File: src/rtl/tx_rd_req_tlp_gen_if.sv
// TX TRN bus plus the shared-bus arbitration handshake, as seen by one TLP source.
// master = TLP source (drives frame and request); slave = core/arbiter side.
interface tx_rd_req_tlp_gen_if;
  logic        tx_req;
  logic        tx_grant;
  logic [63:0] trn_td;
  logic [7:0]  trn_trem_n;
  logic        trn_tsof_n;
  logic        trn_teof_n;
  logic        trn_tsrc_rdy_n;
  logic        trn_tdst_rdy_n;
  logic [3:0]  trn_tbuf_av;
  logic        trn_tsrc_dsc_n;

  modport master (
    output tx_req,
    output trn_td,
    output trn_trem_n,
    output trn_tsof_n,
    output trn_teof_n,
    output trn_tsrc_rdy_n,
    output trn_tsrc_dsc_n,
    input  tx_grant,
    input  trn_tdst_rdy_n,
    input  trn_tbuf_av
  );

  modport slave (
    input  tx_req,
    input  trn_td,
    input  trn_trem_n,
    input  trn_tsof_n,
    input  trn_teof_n,
    input  trn_tsrc_rdy_n,
    input  trn_tsrc_dsc_n,
    output tx_grant,
    output trn_tdst_rdy_n,
    output trn_tbuf_av
  );
endinterface

File: src/rtl/tx_rd_req_tlp_gen.sv
// Splits one CHUNK_BYTES host read into MRd64 TLPs no larger than MRRS and
// issues them on the shared TX TRN bus, acknowledging the chunk when done.
module tx_rd_req_tlp_gen #(
  parameter int CHUNK_BYTES = 512,
  parameter int TAG_W       = 5
) (
  input  logic                trn_clk,
  input  logic                reset_n,
  input  logic                read_chunk,
  input  logic [63:0]         huge_page_addr_read_from,
  output logic                read_chunk_ack,
  input  logic [7:0]          cfg_bus_number,
  input  logic [4:0]          cfg_device_number,
  input  logic [2:0]          cfg_function_number,
  input  logic [15:0]         cfg_dcommand,
  tx_rd_req_tlp_gen_if.master tx
);

  localparam int CNT_W = $clog2(CHUNK_BYTES / 128) + 1;

  typedef enum logic [6:0] {
    IDLE     = 7'b0000001,
    ARB      = 7'b0000010,
    CHK      = 7'b0000100,
    HDR1     = 7'b0001000,
    HDR2     = 7'b0010000,
    ACK      = 7'b0100000,
    WAIT_LOW = 7'b1000000
  } state_t;

  state_t           state_q, state_d;
  logic [63:0]      addr_q, addr_d;
  logic [9:0]       size_q, size_d;
  logic [CNT_W-1:0] cnt_q, cnt_d;
  logic [TAG_W-1:0] tag_q, tag_d;
  logic [63:0]      td_q, td_d;
  logic             sof_n_q, sof_n_d;
  logic             eof_n_q, eof_n_d;
  logic             src_rdy_n_q, src_rdy_n_d;
  logic             req_q, req_d;
  logic             ack_q, ack_d;

  logic [31:0]      dw0;
  logic [31:0]      dw1;
  logic             beat_taken;
  logic             unused_ok;

  // MRRS codes above 512 B are clamped; a small chunk further caps the request.
  function automatic logic [9:0] req_size_f(input logic [2:0] mrrs);
    logic [9:0] b;
    case (mrrs)
      3'b000:  b = 10'd128;
      3'b001:  b = 10'd256;
      default: b = 10'd512;
    endcase
    if (int'(b) > CHUNK_BYTES) b = 10'(CHUNK_BYTES);
    return b;
  endfunction

  function automatic logic [CNT_W-1:0] req_count_f(input logic [9:0] size);
    logic [CNT_W-1:0] n;
    case (size)
      10'd128: n = CNT_W'(CHUNK_BYTES / 128);
      10'd256: n = CNT_W'(CHUNK_BYTES / 256);
      default: n = CNT_W'(CHUNK_BYTES / 512);
    endcase
    return n;
  endfunction

  always_comb begin
    dw0 = {1'b0, 2'b01, 5'b00000, 1'b0, 3'b000, 4'b0000, 1'b0, 1'b0, 2'b00, 2'b00,
           {2'b00, size_q[9:2]}};
    dw1 = {cfg_bus_number, cfg_device_number, cfg_function_number, 8'(tag_q), 4'hF, 4'hF};
  end

  assign beat_taken = !src_rdy_n_q && !tx.trn_tdst_rdy_n;

  always_comb begin
    state_d     = state_q;
    addr_d      = addr_q;
    size_d      = size_q;
    cnt_d       = cnt_q;
    tag_d       = tag_q;
    td_d        = td_q;
    sof_n_d     = sof_n_q;
    eof_n_d     = eof_n_q;
    src_rdy_n_d = src_rdy_n_q;
    req_d       = req_q;
    ack_d       = 1'b0;

    case (state_q)
      IDLE: begin
        if (read_chunk) begin
          addr_d  = huge_page_addr_read_from;
          size_d  = req_size_f(cfg_dcommand[14:12]);
          cnt_d   = req_count_f(size_d);
          req_d   = 1'b1;
          state_d = ARB;
        end
      end
      ARB: begin
        if (tx.tx_grant) state_d = CHK;
      end
      CHK: begin
        if (tx.trn_tbuf_av[1] && !tx.trn_tdst_rdy_n) begin
          td_d        = {dw0, dw1};
          sof_n_d     = 1'b0;
          eof_n_d     = 1'b1;
          src_rdy_n_d = 1'b0;
          state_d     = HDR1;
        end
      end
      HDR1: begin
        if (beat_taken) begin
          td_d    = {addr_q[63:32], addr_q[31:2], 2'b00};
          sof_n_d = 1'b1;
          eof_n_d = 1'b0;
          state_d = HDR2;
        end
      end
      HDR2: begin
        if (beat_taken) begin
          src_rdy_n_d = 1'b1;
          eof_n_d     = 1'b1;
          tag_d       = tag_q + TAG_W'(1);
          addr_d      = addr_q + 64'(size_q);
          cnt_d       = cnt_q - CNT_W'(1);
          // The bus is kept between sub-requests; only the last one releases it.
          if (cnt_q == CNT_W'(1)) begin
            req_d   = 1'b0;
            state_d = ACK;
          end else begin
            state_d = CHK;
          end
        end
      end
      ACK: begin
        ack_d   = 1'b1;
        state_d = WAIT_LOW;
      end
      WAIT_LOW: begin
        if (!read_chunk) state_d = IDLE;
      end
      default: state_d = IDLE;
    endcase
  end

  always_ff @(posedge trn_clk or negedge reset_n) begin
    if (!reset_n) begin
      state_q     <= IDLE;
      addr_q      <= '0;
      size_q      <= '0;
      cnt_q       <= '0;
      tag_q       <= '0;
      td_q        <= '0;
      sof_n_q     <= 1'b1;
      eof_n_q     <= 1'b1;
      src_rdy_n_q <= 1'b1;
      req_q       <= 1'b0;
      ack_q       <= 1'b0;
    end else begin
      state_q     <= state_d;
      addr_q      <= addr_d;
      size_q      <= size_d;
      cnt_q       <= cnt_d;
      tag_q       <= tag_d;
      td_q        <= td_d;
      sof_n_q     <= sof_n_d;
      eof_n_q     <= eof_n_d;
      src_rdy_n_q <= src_rdy_n_d;
      req_q       <= req_d;
      ack_q       <= ack_d;
    end
  end

  assign read_chunk_ack     = ack_q;
  assign tx.tx_req          = req_q;
  assign tx.trn_td          = td_q;
  assign tx.trn_trem_n      = 8'h00;
  assign tx.trn_tsof_n      = sof_n_q;
  assign tx.trn_teof_n      = eof_n_q;
  assign tx.trn_tsrc_rdy_n  = src_rdy_n_q;
  assign tx.trn_tsrc_dsc_n  = 1'b1;

  assign unused_ok = ^{cfg_dcommand[15], cfg_dcommand[11:0], tx.trn_tbuf_av[3:2], tx.trn_tbuf_av[0]};

endmodule

File: src/flat_wrapper.sv
// flat-port wrapper written by rule: the top's interface ports become plain ports
module tx_rd_req_tlp_gen_flat 
#(
  parameter int CHUNK_BYTES = 512,
  parameter int TAG_W       = 5
)
  (trn_clk, reset_n, read_chunk, huge_page_addr_read_from, read_chunk_ack, cfg_bus_number, cfg_device_number, cfg_function_number, cfg_dcommand, tx_tx_req, tx_trn_td, tx_trn_trem_n, tx_trn_tsof_n, tx_trn_teof_n, tx_trn_tsrc_rdy_n, tx_trn_tsrc_dsc_n, tx_tx_grant, tx_trn_tdst_rdy_n, tx_trn_tbuf_av);
  tx_rd_req_tlp_gen_if tx_i ();
  input  logic trn_clk;
  input  logic reset_n;
  input  logic read_chunk;
  input  logic [63:0] huge_page_addr_read_from;
  output logic read_chunk_ack;
  input  logic [7:0] cfg_bus_number;
  input  logic [4:0] cfg_device_number;
  input  logic [2:0] cfg_function_number;
  input  logic [15:0] cfg_dcommand;
  output wire logic [$bits(tx_i.tx_req)-1:0] tx_tx_req;
  output wire logic [$bits(tx_i.trn_td)-1:0] tx_trn_td;
  output wire logic [$bits(tx_i.trn_trem_n)-1:0] tx_trn_trem_n;
  output wire logic [$bits(tx_i.trn_tsof_n)-1:0] tx_trn_tsof_n;
  output wire logic [$bits(tx_i.trn_teof_n)-1:0] tx_trn_teof_n;
  output wire logic [$bits(tx_i.trn_tsrc_rdy_n)-1:0] tx_trn_tsrc_rdy_n;
  output wire logic [$bits(tx_i.trn_tsrc_dsc_n)-1:0] tx_trn_tsrc_dsc_n;
  input wire logic [$bits(tx_i.tx_grant)-1:0] tx_tx_grant;
  input wire logic [$bits(tx_i.trn_tdst_rdy_n)-1:0] tx_trn_tdst_rdy_n;
  input wire logic [$bits(tx_i.trn_tbuf_av)-1:0] tx_trn_tbuf_av;
  assign tx_tx_req = tx_i.tx_req;
  assign tx_trn_td = tx_i.trn_td;
  assign tx_trn_trem_n = tx_i.trn_trem_n;
  assign tx_trn_tsof_n = tx_i.trn_tsof_n;
  assign tx_trn_teof_n = tx_i.trn_teof_n;
  assign tx_trn_tsrc_rdy_n = tx_i.trn_tsrc_rdy_n;
  assign tx_trn_tsrc_dsc_n = tx_i.trn_tsrc_dsc_n;
  assign tx_i.tx_grant = tx_tx_grant;
  assign tx_i.trn_tdst_rdy_n = tx_trn_tdst_rdy_n;
  assign tx_i.trn_tbuf_av = tx_trn_tbuf_av;
  tx_rd_req_tlp_gen #(.CHUNK_BYTES(CHUNK_BYTES), .TAG_W(TAG_W)) u_core (.trn_clk(trn_clk), .reset_n(reset_n), .read_chunk(read_chunk), .huge_page_addr_read_from(huge_page_addr_read_from), .read_chunk_ack(read_chunk_ack), .cfg_bus_number(cfg_bus_number), .cfg_device_number(cfg_device_number), .cfg_function_number(cfg_function_number), .cfg_dcommand(cfg_dcommand), .tx(tx_i));
endmodule
File: config.mk
export PLATFORM = sky130hd
export DESIGN_NAME = tx_rd_req_tlp_gen_flat
export DESIGN_NICKNAME = d
export VERILOG_FILES = /design/src/rtl/tx_rd_req_tlp_gen_if.sv /design/src/rtl/tx_rd_req_tlp_gen.sv /design/src/flat_wrapper.sv
export SDC_FILE = /design/constraint.sdc
export NUM_CORES = 1
export LEC_CHECK = 0
export ABC_AREA = 1
export CAP_MARGIN = 20
export CELL_PAD_IN_SITES_DETAIL_PLACEMENT = 1
export CELL_PAD_IN_SITES_GLOBAL_PLACEMENT = 1
export CORE_UTILIZATION = 45
export CTS_CLUSTER_SIZE = 25
export DETAILED_ROUTE_END_ITERATION = 10
export DONT_BUFFER_PORTS = 1
export GPL_TIMING_DRIVEN = 0
export PLACE_DENSITY_LB_ADDON = 0.1
export SYNTH_ARGS = -nofsm -noshare
export SYNTH_HDL_FRONTEND = slang
export SYNTH_SLANG_ARGS = --single-unit
File: constraint.sdc
create_clock -name trn_clk -period 3.18 [get_ports trn_clk]
set_input_delay 0.954 -clock trn_clk [delete_from_list [all_inputs] [get_ports trn_clk]]
set_output_delay 0.954 -clock trn_clk [all_outputs]
set_load 0.02 [all_outputs]
## Word-level counts from Yosys, hierarchy flattened

Cells that the tools add are included.

- Add/subtract/negate cells: 3
- Multipliers: 0
- Divide/modulo/power cells: 0
- Order comparisons: 1
- Eq/ne operators: 18
- Shift-type cells: 0
- Mux-type cells: 36
- Bitwise gates (word level): 0
- Reductions and logical operators: 17

Operator list:

| kind | count |
|---|---|
| 64-bit two-way mux | 4 |
| 64-bit case mux with 2 select lines | 2 |
| 64-bit by 10-bit adder with 64-bit output | 1 |
| 10-bit two-way mux | 5 |
| 7-bit case mux with 7 select lines | 1 |
| 7-bit two-way mux | 6 |
| 10-bit case mux with 2 select lines | 1 |
| 3-bit case mux with 2 select lines | 2 |
| 10-bit by 8-bit equality test with 1-bit output, second input constant | 1 |
| 10-bit by 9-bit equality test with 1-bit output, second input constant | 1 |
| 10-bit > comparator, second input constant | 1 |
| 3-bit AND reduction | 3 |
| 1-bit two-way mux | 8 |
| 2-bit by 1-bit inequality test with 1-bit output, second input constant | 4 |
| 4-bit AND reduction | 2 |
| 7-bit by 1-bit equality test with 1-bit output, second input constant | 1 |
| 7-bit by 2-bit equality test with 1-bit output, second input constant | 1 |
| 7-bit by 3-bit equality test with 1-bit output, second input constant | 1 |
| 7-bit by 4-bit equality test with 1-bit output, second input constant | 1 |
| 7-bit by 5-bit equality test with 1-bit output, second input constant | 1 |
| 7-bit by 6-bit equality test with 1-bit output, second input constant | 1 |
| 7-bit equality test, second input constant | 1 |
| 3-bit by 1-bit equality test with 1-bit output, second input constant | 2 |
| 3-bit two-way mux | 2 |
| 13 further kinds | 22 |

- Register bits after elaboration: 158
- Latch bits: 0
- Bits in writable memories: 0
- ROM bits: 0
- Input bits: 105
- Memories kept: 0

## Depth between registers and ports, before layout

Gate-level depths: netlist of run 1.

- Word-level depth: 12
- Depth in mapped cells: 12
- Depth with buffers taken out: 12

## Worst setup path after synthesis of run 1

OpenSTA, ideal clock, no wires.

- Path kind: in2reg
- From: input tx_trn_tdst_rdy_n
- To: register u_core.td_q[17] (netlist: u_core.tx.trn_td[17])
- Arrival time: 1,883 ps
- Data required time: 3,064 ps
- Slack: 1,180 ps
- Stages: 10
- Path buffers: 2
- Path through: nor2_1 -> inv_1 -> nor2_2 -> inv_2 -> nand2_1 -> nand2_2 -> buf_6 -> buf_6 -> nand2_1 -> nand2_1

- Word-level cells in the longest chain between the ends: 4
- Elaborated cells between the ends (all ways): 6

Ends and longest elaborated chain:

| item | RTL line | text |
|---|---|---|
| start, declared | flat_wrapper.sv:26 | `input wire logic [$bits(tx_i.trn_tdst_rdy_n)-1:0] tx_trn_tdst_rdy_n;` |
| 1-bit logical NOT * | tx_rd_req_tlp_gen.sv:76, tx_rd_req_tlp_gen.sv:105 |  |
| 1-bit logical AND (on tied branches) | tx_rd_req_tlp_gen.sv:76, tx_rd_req_tlp_gen.sv:105 |  |
| 2-bit by 1-bit inequality test with 1-bit output (no source line) | n/a |  |
| 3-bit AND reduction (no source line) * | n/a |  |
| end signal, assigned | tx_rd_req_tlp_gen.sv:167 | `td_q <= td_d;` |
| end, declared | tx_rd_req_tlp_gen.sv:36 | `logic [63:0] td_q, td_d;` |

Mark *: on every way between the ends. The rest lies on a longest branch, timed or not.
A chain may end at the register's enable or synchronous reset.

## Worst setup path after layout of run 1

- From: register u_core.size_q[7]
- To: register u_core.addr_q[53]

- Word-level cells in the longest chain between the ends: 3

Ends and longest elaborated chain:

| item | RTL line | text |
|---|---|---|
| start, declared | tx_rd_req_tlp_gen.sv:33 | `logic [9:0] size_q, size_d;` |
| start signal, assigned | tx_rd_req_tlp_gen.sv:164 | `size_q <= size_d;` |
| 64-bit by 10-bit adder with 64-bit output | tx_rd_req_tlp_gen.sv:126 | `addr_d = addr_q + 64'(size_q);` |
| 64-bit two-way mux | tx_rd_req_tlp_gen.sv:122 | `if (beat_taken) begin` |
| 64-bit case mux with 2 select lines | tx_rd_req_tlp_gen.sv:91 | `case (state_q)` |
| end signal, assigned | tx_rd_req_tlp_gen.sv:163 | `addr_q <= addr_d;` |
| end, declared | tx_rd_req_tlp_gen.sv:32 | `logic [63:0] addr_q, addr_d;` |

No other way between the ends. The select of a mux whose other input is x is not followed.

==> flow_metrics.tcl, run 1 <==
set metrics [dict create \
    status "finished, final reports clean" \
    dr_total_vias 8813 \
    reg2reg_slack_ns 0.62 \
    synth_seq_cells 148 \
    maxCapViolCount 0 \
    routedWlPerCell_um 20.6 \
    layout_setup_ws_ns 0.617 \
    leakagePower_uw 0.00475 \
    slew_headroom_pct 47.8 \
    cp-start-kind "flop" \
    initial_core_util_pct 46.3 \
    dieWidth_um 141 \
    io_pins 183 \
    grt_overflow_total 0 \
    synthArstFlopShare_pct 100 \
    reg2reg_from "u_core.size_q[7]$_DFFE_PN0P_" \
    reg2reg_depth 11 \
    post_cts_resized 0 \
    gp_congestion 0.947 \
    die_h_um 141 \
    first_pass_iters 5 \
    rows 50 \
    fmax_mhz 390 \
    place_inst 1577 \
    ys_types 35 \
    stdcell_area_sq_mm 0.00964 \
    synth-edff-count 0 \
    core_area_sq_mm 0.0189 \
    final_util_pct 51.0 \
    drc 0 \
    critPathCapture "u_core.addr_q[53]$_DFFE_PN0P_" \
    viasPerCell 5.47 \
    dp_hpwl_um 25400 \
    cp-end-kind "flop" \
    finalSetupViolCount 0 \
    hp-class "in -> async" \
    portBuffers 0 \
    preCtsSetupSlack_ns 0.733 \
    first_global_vias 8934 \
    drive_above_1_share_pct 7.19 \
    cp_max_fo 5 \
    synth.area.top_cells "dfrtp_1 (41%), nand2_1 (21%), nor2_1 (9.6%)" \
    ir_worst_vdd_mv 0.469 \
    postCtsHoldBufs 0 \
    yosysMostFrequentCell "nand2_1" \
    syn_to_final_growth_pct 10.4 \
    netlist_instances 1310 \
    critPathTopFamily "simple AND/OR/NAND/NOR gates" \
    syn_area_sq_mm 0.00874 \
    cp_num_buf_inv 0 \
    avgSynthCellArea_sq_um 6.67 \
    yosysWarningCount 0 \
    final_nets 1448 \
    grt_max_degree 149 \
    ant_nets 0 \
    netlist.area_leader.share_pct 41.2 \
    max_stage_delay_ns 0.51 \
    critical_path.startpoint "u_core.size_q[7]$_DFFE_PN0P_" \
    cpMostUsedCell "nand2_1" \
    clockRootBuffer "clkbuf_16" \
    fin_cells 1611 \
    clk_path_buf_depth 2 \
    path_depth 11 \
    wirelength_um 33200 \
    cts_tree "yes" \
    numCtsBuffers 17 \
    min_period_over_period_pct 80.6 \
    cp_cell_sequence "ha_1, fa_1, nand3_1, nand2_1, nand2_1, nor2_1, nand3_1, nand2_1, nand3_1, nand2_1, nand2_1" \
    dieArea_sq_mm 0.0200 \
    ys_seq_area_share_pct 42.4 \
    skew_ns 0.0105 \
    tightest_slew_ns 0.781 \
    min_period_ns 2.56 \
    worstSkewPairLatency_ns 0.44 \
    place_area_sq_mm 0.00909 \
    yosysTopAreaCell "dfrtp_1" \
    htree_levels 4 \
    grt_first_pass_wirelength_um 51500 \
    clk_pin_slew_ns 0.07 \
    p_per_area_mw_per_mm2 990 \
    hold_viol_final 0 \
    drv_slew 0 \
    antenna_found_initial 3 \
    slowest_stage "nor2_1" \
    tns_ns 0 \
    postCtsSetupBuffers 0 \
    crit-reg2reg-capture "u_core.addr_q[53]$_DFFE_PN0P_" \
    cp.required_ns 3.51 \
    clock-sinks 148 \
    ys_top_cells_by_count "nand2_1 (480), nor2_1 (224), dfrtp_1 (144)" \
    grt_use_total_pct 34.8 \
    rsz0062_at_grt "no" \
    crit_type "reg -> reg" \
    cp.arrival_ns 2.89 \
    ys.flop_type "dfrtp_1" \
    dr.first_iter.drc_count 667 \
]
-- final cells by class --
class,count,area (sq um)
fillers,2577,9250
multi-input cells,988,4260
flip-flops and latches,148,3710
inverters,127,479
clock buffers,18,429
well taps,260,325
plain buffers,54,320
clock inverters,14,120
diodes,2,5.00
-- flip-flops by register name, summed over array words and instances, names as in the netlist --
register / flops
u_core.tx.trn_td: 63
u_core.addr_q: 62
u_core.state_q: 7
u_core.tag_q: 5
u_core.cnt_q: 3
u_core.size_q: 3
u_core.read_chunk_ack: 1
u_core.tx.trn_teof_n: 1
u_core.tx.trn_tsof_n: 1
u_core.tx.trn_tsrc_rdy_n: 1
u_core.tx.tx_req: 1
-- report_power, final --
| group | switching (uW) | internal, uW |
|---|---|---|
| clock network | 939 | 1020 |
| logic | 2450 | 1120 |
| registers | 1300 | 2720 |
| total | 4690 | 4860 |
-- cell usage in the layout (no fill, tap or decap), types with 4 or more instances in the layout --
cell	count
a21oi_1	16
buf_2	19
buf_4	15
buf_6	5
clkbuf_1	15
clkbuf_16	17
conb_1	9
dfrtp_1	144
dfstp_2	4
ha_1	6
inv_1	123
inv_6	4
nand2_1	480
nand2_2	5
nand3_1	80
nand4_1	15
nor2_1	224
nor2_2	7
o21ai_0	100
o21ai_1	6
o22ai_1	10
xor2_1	10
-- layer usage --
| metal | vias up | share of wire (%) | track usage, % |
|---|---|---|---|
| met5 | - | 0.024 | 0 |
| met4 | 2 | 2.6 | 11.9 |
| met3 | 57 | 7.1 | 7.15 |
| met2 | 316 | 45 | 54.7 |
| met1 | 4330 | 45 | 47.6 |
| li1 | 4108 | - | - |
-- cells by family (layout without fill, tap and decap cells) --
family                   count (synthesis)  after routing  share of synthesized area [%]
XOR/XNOR                                13             13                           1.30
flip-flops                             148            148                           42.4
AO/OA/AOI/OAI                          140            140                           8.48
other                                    2             11                         0.0859
AND/OR/NAND/NOR                        819            819                           37.5
adder cells (fa/ha/maj)                  7              7                           1.09
buffers and inverters                  181            213                           9.15
-- stage by stage --
step,power (uW),hold WS (ns)
floorplan,6220,0.443
detailed placement,7510,0.459
global placement,7300,0.454
finish,9550,0.206
CTS,9520,0.201
global route,10200,0.194
-- worst min-delay path by stage --
stage,cells after the start,to,startpoint
after floorplan,2,u_core.addr_q[2]$_DFFE_PN0P_,u_core.addr_q[2]$_DFFE_PN0P_
after global placement,2,u_core.addr_q[4]$_DFFE_PN0P_,u_core.addr_q[4]$_DFFE_PN0P_
after detailed placement,2,u_core.addr_q[2]$_DFFE_PN0P_,u_core.addr_q[2]$_DFFE_PN0P_
after CTS,0,u_core.tx.trn_td[18]$_DFFE_PN0P_,reset_n
after global routing,0,u_core.tx.trn_td[24]$_DFFE_PN0P_,reset_n
final,0,u_core.tx.trn_td[33]$_DFFE_PN0P_,reset_n
(Power assumes the default switching activity.)
==> run 2, diff against run 1 <==
==> constraint.sdc (replaced) <==
create_clock -name trn_clk -period 2.4 [get_ports trn_clk]
set_input_delay 0.72 -clock trn_clk [delete_from_list [all_inputs] [get_ports trn_clk]]
set_output_delay 0.72 -clock trn_clk [all_outputs]
set_load 0.02 [all_outputs]
==> flow_metrics.tcl, run 2 (synthesis gave the netlist of run 1 again) <==
set metrics [dict create \
    status "finished, violations left" \
    violations "negative hold slack" \
    p_int_uw 6450 \
    clk_path_buf_depth 2 \
    cp-end-kind "flop" \
    dieArea_sq_mm 0.0200 \
    reg2reg_depth 11 \
    numCtsBuffers 17 \
    finalSetupViolCount 0 \
    tightest_slew_ns 0.760 \
    min_period_over_period_pct 95.7 \
    viasPerCell 5.45 \
    dr.first_iter.drc_count 629 \
    fin_cells 1613 \
    hold_ws_ns -0.0305 \
    clk_pin_slew_ns 0.07 \
    dp_hpwl_um 25400 \
    largest_register_ffs 63 \
    hold_viol_final 97 \
    clock-sinks 148 \
    portBuffers 0 \
    io_pins 183 \
    first_global_vias 8928 \
    met2_length_um 15000 \
    gp_congestion 0.947 \
    netSwitchingFraction_pct 49.3 \
    maxCapViolCount 0 \
    slew_headroom_pct 49.3 \
    wl_met3_um 2240 \
    met1_length_um 15200 \
    p_seq_share_pct 41.9 \
    dieWidth_um 141 \
    cp-start-kind "flop" \
    crit-reg2reg-capture "u_core.addr_q[57]$_DFFE_PN0P_" \
    syn_to_final_growth_pct 11.2 \
    clockRootBuffer "clkbuf_16" \
    tns_ns 0 \
    grt_use_total_pct 34.8 \
    hp-class "in -> async" \
    cp.required_ns 2.73 \
    drc 0 \
    antenna_found_initial 3 \
    initial_core_util_pct 46.3 \
    grt_first_pass_wirelength_um 51600 \
    htree_levels 4 \
    power_frac_clock_pct 20.5 \
    layout_commonest_cell "nand2_1" \
    final_nets 1450 \
    cp_max_fo 5 \
    dr_total_vias 8794 \
    top_layer "met5" \
    p_sw_uw 6260 \
    grt_max_degree 149 \
    cts_tree "yes" \
    drive_above_1_share_pct 8.29 \
    skew_ns 0.00977 \
    layout_setup_ws_ns 0.102 \
    reg2reg_from "u_core.size_q[7]$_DFFE_PN0P_" \
    place_inst 1577 \
    min_period_ns 2.30 \
    ir_worst_vdd_mv 0.625 \
    cp.arrival_ns 2.63 \
    rsz0062_at_grt "no" \
    final_cell_mix "nand2_1 (477), nor2_1 (216), dfrtp_1 (144), inv_1 (123), o21ai_0 (100)" \
    core_area_sq_mm 0.0189 \
    ant_nets 0 \
    grt_overflow_total 0 \
    leakagePower_uw 0.00476 \
    first_pass_iters 5 \
    preCtsSetupSlack_ns -0.0472 \
    die_h_um 141 \
    crit_type "reg -> reg" \
    wirelength_um 33300 \
    p_per_area_mw_per_mm2 1310 \
    reg2reg_slack_ns 0.10 \
    pwr-share-comb_pct 37.5 \
    fmax_mhz 435 \
    worstSkewPairLatency_ns 0.44 \
    routedWlPerCell_um 20.7 \
    drv_slew 0 \
    rows 50 \
]
==> run 2: cell count changes in the layout (fill, tap and decap cells not counted) <==
cell,before,now
nand2_2,5,8
nand2_1,480,477
nand3_1,80,78
nor2_1,224,216
nor2_4,1,5
nor2_2,7,11
nand3_2,0,2
buf_4,15,17
==> run 2: layer usage <==
layer | up-vias | GRT usage [%]
met1 | 4283 | 47.6
met2 | 330 | 54.7
li1 | 4115 | -
met4 | 2 | 11.9
met3 | 64 | 7.15
met5 | - | 0
==> run 2: area by class of cell <==
type,count,area (sq um)
fillers,2566,9180
well taps,260,325
plain buffers,54,320
clock inverters,14,120
repair buffers,2,15.0
clock buffers,18,429
diodes,2,5.00
flip-flops and latches,148,3710
inverters,127,479
multi-input cells,988,4310
==> run 2: how the worst max path moves through the flow <==
| stage | from | end | slack [ns] | cells after the start |
|---|---|---|---|---|
| 4_1_cts | u_core.size_q[7]$_DFFE_PN0P_ | u_core.addr_q[57]$_DFFE_PN0P_ | 0.02 | 11 |
| 3_5_place_dp | u_core.size_q[9]$_DFFE_PN0P_ | u_core.addr_q[52]$_DFFE_PN0P_ | -0.05 | 10 |
| 2_1_floorplan | u_core.size_q[7]$_DFFE_PN0P_ | u_core.addr_q[25]$_DFFE_PN0P_ | 0.54 | 9 |
| 6_report | u_core.size_q[7]$_DFFE_PN0P_ | u_core.addr_q[57]$_DFFE_PN0P_ | 0.10 | 11 |
| 3_3_place_gp | u_core.size_q[9]$_DFFE_PN0P_ | u_core.addr_q[36]$_DFFE_PN0P_ | -0.005 | 10 |
| 5_1_grt | u_core.state_q[2]$_DFFE_PN0P_ | u_core.addr_q[29]$_DFFE_PN0P_ | 0.004 | 8 |
==> run 2: through the flow <==
step / power, uW / hold slack (ns) / util, % / cell area (sq um)
after floorplan: 8240 / 0.424 / - / 8760
after global placement: 9680 / 0.428 / 48.1 / 9090
after detailed placement: 9950 / 0.428 / 48.1 / 9090
after CTS: 12600 / -0.0335 / 51.0 / 9640
after global routing: 13500 / -0.0396 / 51.4 / 9710
final: 12700 / -0.0305 / 51.4 / 9720
==> run 2: power by group through the flow <==
stage                     logic, uW  clock network, uW  registers [uW]
after floorplan                3350                  0            4890
after global placement         4420                  0            5260
after detailed placement       4640                  0            5310
after CTS                      4700               2630            5290
after global routing           5370               2740            5430
final                          4770               2610            5330
==> run 2: worst max-delay path: stages (launching register included) <==
cell and delay (ns):
dfrtp_1 0.47, ha_1 0.25, fa_1 0.26, nand3_1 0.12, nand2_2 0.15, nand3_2 0.17
nor2_1 0.37, nand3_1 0.14, nand2_1 0.08, nand3_1 0.06, nand2_1 0.08, nand2_1 0.05
==> run 2: repair_timing <==
action                                  CTS  global route
hold endpoints to repair                144           144
pin swaps                                 0             1
gates resized for setup                   2            15
setup buffers                             0             2
endpoints found under the setup margin    3            25
==> run 3, diff against run 2 <==
--- a/config.mk
+++ b/config.mk
@@ -9,12 +9,13 @@
 export CAP_MARGIN = 20
 export CELL_PAD_IN_SITES_DETAIL_PLACEMENT = 1
 export CELL_PAD_IN_SITES_GLOBAL_PLACEMENT = 1
-export CORE_UTILIZATION = 45
+export CORE_UTILIZATION = 28
 export CTS_CLUSTER_SIZE = 25
 export DETAILED_ROUTE_END_ITERATION = 10
 export DONT_BUFFER_PORTS = 1
 export GPL_TIMING_DRIVEN = 0
 export PLACE_DENSITY_LB_ADDON = 0.1
+export REMOVE_ABC_BUFFERS = 1
 export SYNTH_ARGS = -nofsm -noshare
 export SYNTH_HDL_FRONTEND = slang
 export SYNTH_SLANG_ARGS = --single-unit
==> flow_metrics.tcl, run 3 (synthesis gave the netlist of run 1 again) <==
set metrics [dict create \
    status "finished, violations left" \
    violations "negative hold slack" \
    hp-class "in -> async" \
    busiest_layer "met2" \
    pwr-share-comb_pct 36.0 \
    dp_hpwl_um 22800 \
    grtUsageMet2_pct 33.9 \
    skew_ns 0.0156 \
    reg2reg_depth 8 \
    clockRootBuffer "clkbuf_16" \
    crit-reg2reg-capture "u_core.addr_q[19]$_DFFE_PN0P_" \
    fin_cells 1712 \
    cp-start-kind "flop" \
    layout_commonest_cell "nand2_1" \
    worstSkewPairLatency_ns 0.45 \
    slowest_stage "clkinvlp_2" \
    rsz0062_at_grt "no" \
    ant_nets 0 \
    hold_viol_final 45 \
    grt_first_pass_wirelength_um 50200 \
    dr.first_iter.drc_count 470 \
    clock-sinks 148 \
    initial_core_util_pct 28.5 \
    cp.arrival_ns 2.58 \
    cp-end-kind "flop" \
    p_per_area_mw_per_mm2 1300 \
    grt_max_degree 149 \
    finalSetupViolCount 0 \
    critical_path.startpoint "u_core.state_q[1]$_DFFE_PN0P_" \
    slew_headroom_pct 37.4 \
    fmax_mhz 442 \
    power_frac_clock_pct 23.3 \
    dieWidth_um 179 \
    p_seq_share_pct 40.7 \
    min_period_over_period_pct 94.3 \
    p_int_uw 6810 \
    clk_path_buf_depth 2 \
    grt_overflow_total 0 \
    drv_slew 0 \
    portBuffers 0 \
    clk_pin_slew_ns 0.07 \
    antenna_found_initial 0 \
    drive_above_1_share_pct 7.07 \
    wirelength_um 33600 \
    reg2reg_from "u_core.state_q[1]$_DFFE_PN0P_" \
    cts_tree "yes" \
    p_sw_uw 6240 \
    grt_use_met1_pct 29.5 \
    antenna_cells 0 \
    gp_congestion 0.833 \
    htree_levels 4 \
    die_h_um 179 \
    hold_ws_ns -0.0307 \
    core_area_sq_mm 0.0307 \
    first_pass_iters 4 \
    routedWlPerCell_um 19.6 \
    drc 0 \
    rows 64 \
    cpMostUsedCell "o21ai_0" \
    ir_worst_vdd_mv 0.592 \
    cp_max_fo 31 \
    place_inst 1663 \
    largest_register_ffs 63 \
    tightest_slew_ns 0.933 \
    maxCapViolCount 0 \
    io_pins 183 \
    reg2reg_slack_ns 0.14 \
    final_cell_mix "nand2_1 (477), nor2_1 (217), dfrtp_1 (144), inv_1 (121), o21ai_0 (100)" \
    grt_use_total_pct 21.1 \
    numCtsBuffers 17 \
    viasPerCell 4.80 \
    dr_total_vias 8221 \
    leakagePower_uw 0.00474 \
    max_stage_delay_ns 0.51 \
    min_period_ns 2.26 \
    first_global_vias 8428 \
    final_nets 1415 \
    cp.required_ns 2.72 \
    dieArea_sq_mm 0.0319 \
    grtUsageMet3_pct 3.63 \
    netSwitchingFraction_pct 47.8 \
    crit_type "reg -> reg" \
    syn_to_final_growth_pct 14.6 \
    cp_cell_sequence "nor2_1, nand2_1, nor2_4, buf_4, buf_12, clkinvlp_2, o21ai_0, o21ai_0" \
    power_uw 13100 \
]
-- run 3: cell types whose count changed in the layout (fill, tap and decap cells not counted), sizes merged --
cell / delta
buf: -29
clkbuf: -11
bufinv: +4
inv: -4
nand2: +4
clkinvlp: +2
diode: -2
clkinv: -1
-- run 3: per-layer routing --
layer	vias to the layer above	wire length [um]
li1	4059	-
met1	3993	16500
met2	143	15500
met3	26	1140
met4	0	436
met5	-	0
-- run 3: repair_timing --
action / CTS / global route
gates resized for setup: 23 / 16
pin swaps: 4 / 2
gates cloned: 4 / 4
setup buffers: 4 / 5
endpoints found under the hold margin: 144 / 144
endpoints found under the setup margin: 120 / 51
-- run 3: layout make-up --
class                           instances  area (sq um)
Clock inverter                         13           194
Sequential cell                       148          3710
Multi-Input combinational cell        992          4410
Timing Repair inverter                  2          13.8
Tap cell                              396           495
Clock buffer                           19           443
Timing Repair Buffer                   15           218
Fill cell                            3878         20700
Inverter                              127           531
-- run 3: worst max-delay path by stage --
stage / endpoint / slack [ns] / depth (start not counted)
after floorplan: u_core.addr_q[16]$_DFFE_PN0P_ / -0.87 / 9
after global placement: u_core.addr_q[12]$_DFFE_PN0P_ / -2.92 / 9
after detailed placement: u_core.tx.trn_td[5]$_DFFE_PN0P_ / -1.29 / 11
after CTS: u_core.addr_q[56]$_DFFE_PN0P_ / 0.003 / 10
after global routing: u_core.addr_q[36]$_DFFE_PN0P_ / 0.003 / 10
final: u_core.addr_q[19]$_DFFE_PN0P_ / 0.14 / 8
-- run 3: power by group through the flow --
| stage | combinational [uW] | sequential [uW] | clock (uW) |
|---|---|---|---|
| 3_3_place_gp | 4140 | 5360 | 0 |
| 5_1_grt | 5430 | 5500 | 3190 |
| 6_report | 4700 | 5310 | 3040 |
| 4_1_cts | 4450 | 5340 | 3130 |
| 2_1_floorplan | 3060 | 4900 | 0 |
| 3_5_place_dp | 4240 | 5370 | 0 |
-- run 3: critical path: cells and delay by family, from the launching register on --
family | cells | cell delay, ns
buffers and inverters | 3 | 0.84
AND/OR/NAND/NOR | 3 | 0.47
AO/OA/AOI/OAI | 2 | 0.41
flip-flops | 1 | 0.40
-- run 3: per-stage QoR --
stage | setup WS [ns] | utilization [%] | instance area [sq um] | hold WS (ns) | setup TNS [ns]
6_report | 0.138 | 32.7 | 10000 | -0.0307 | 0
5_1_grt | 0.00268 | 32.7 | 10000 | -0.0520 | 0
4_1_cts | 0.00270 | 32.0 | 9820 | -0.0518 | 0
3_5_place_dp | -1.29 | 29.4 | 9020 | 0.429 | -91.52
3_3_place_gp | -2.92 | 29.1 | 8940 | 0.428 | -277.90
2_1_floorplan | -0.873 | - | 8440 | 0.424 | -50.29
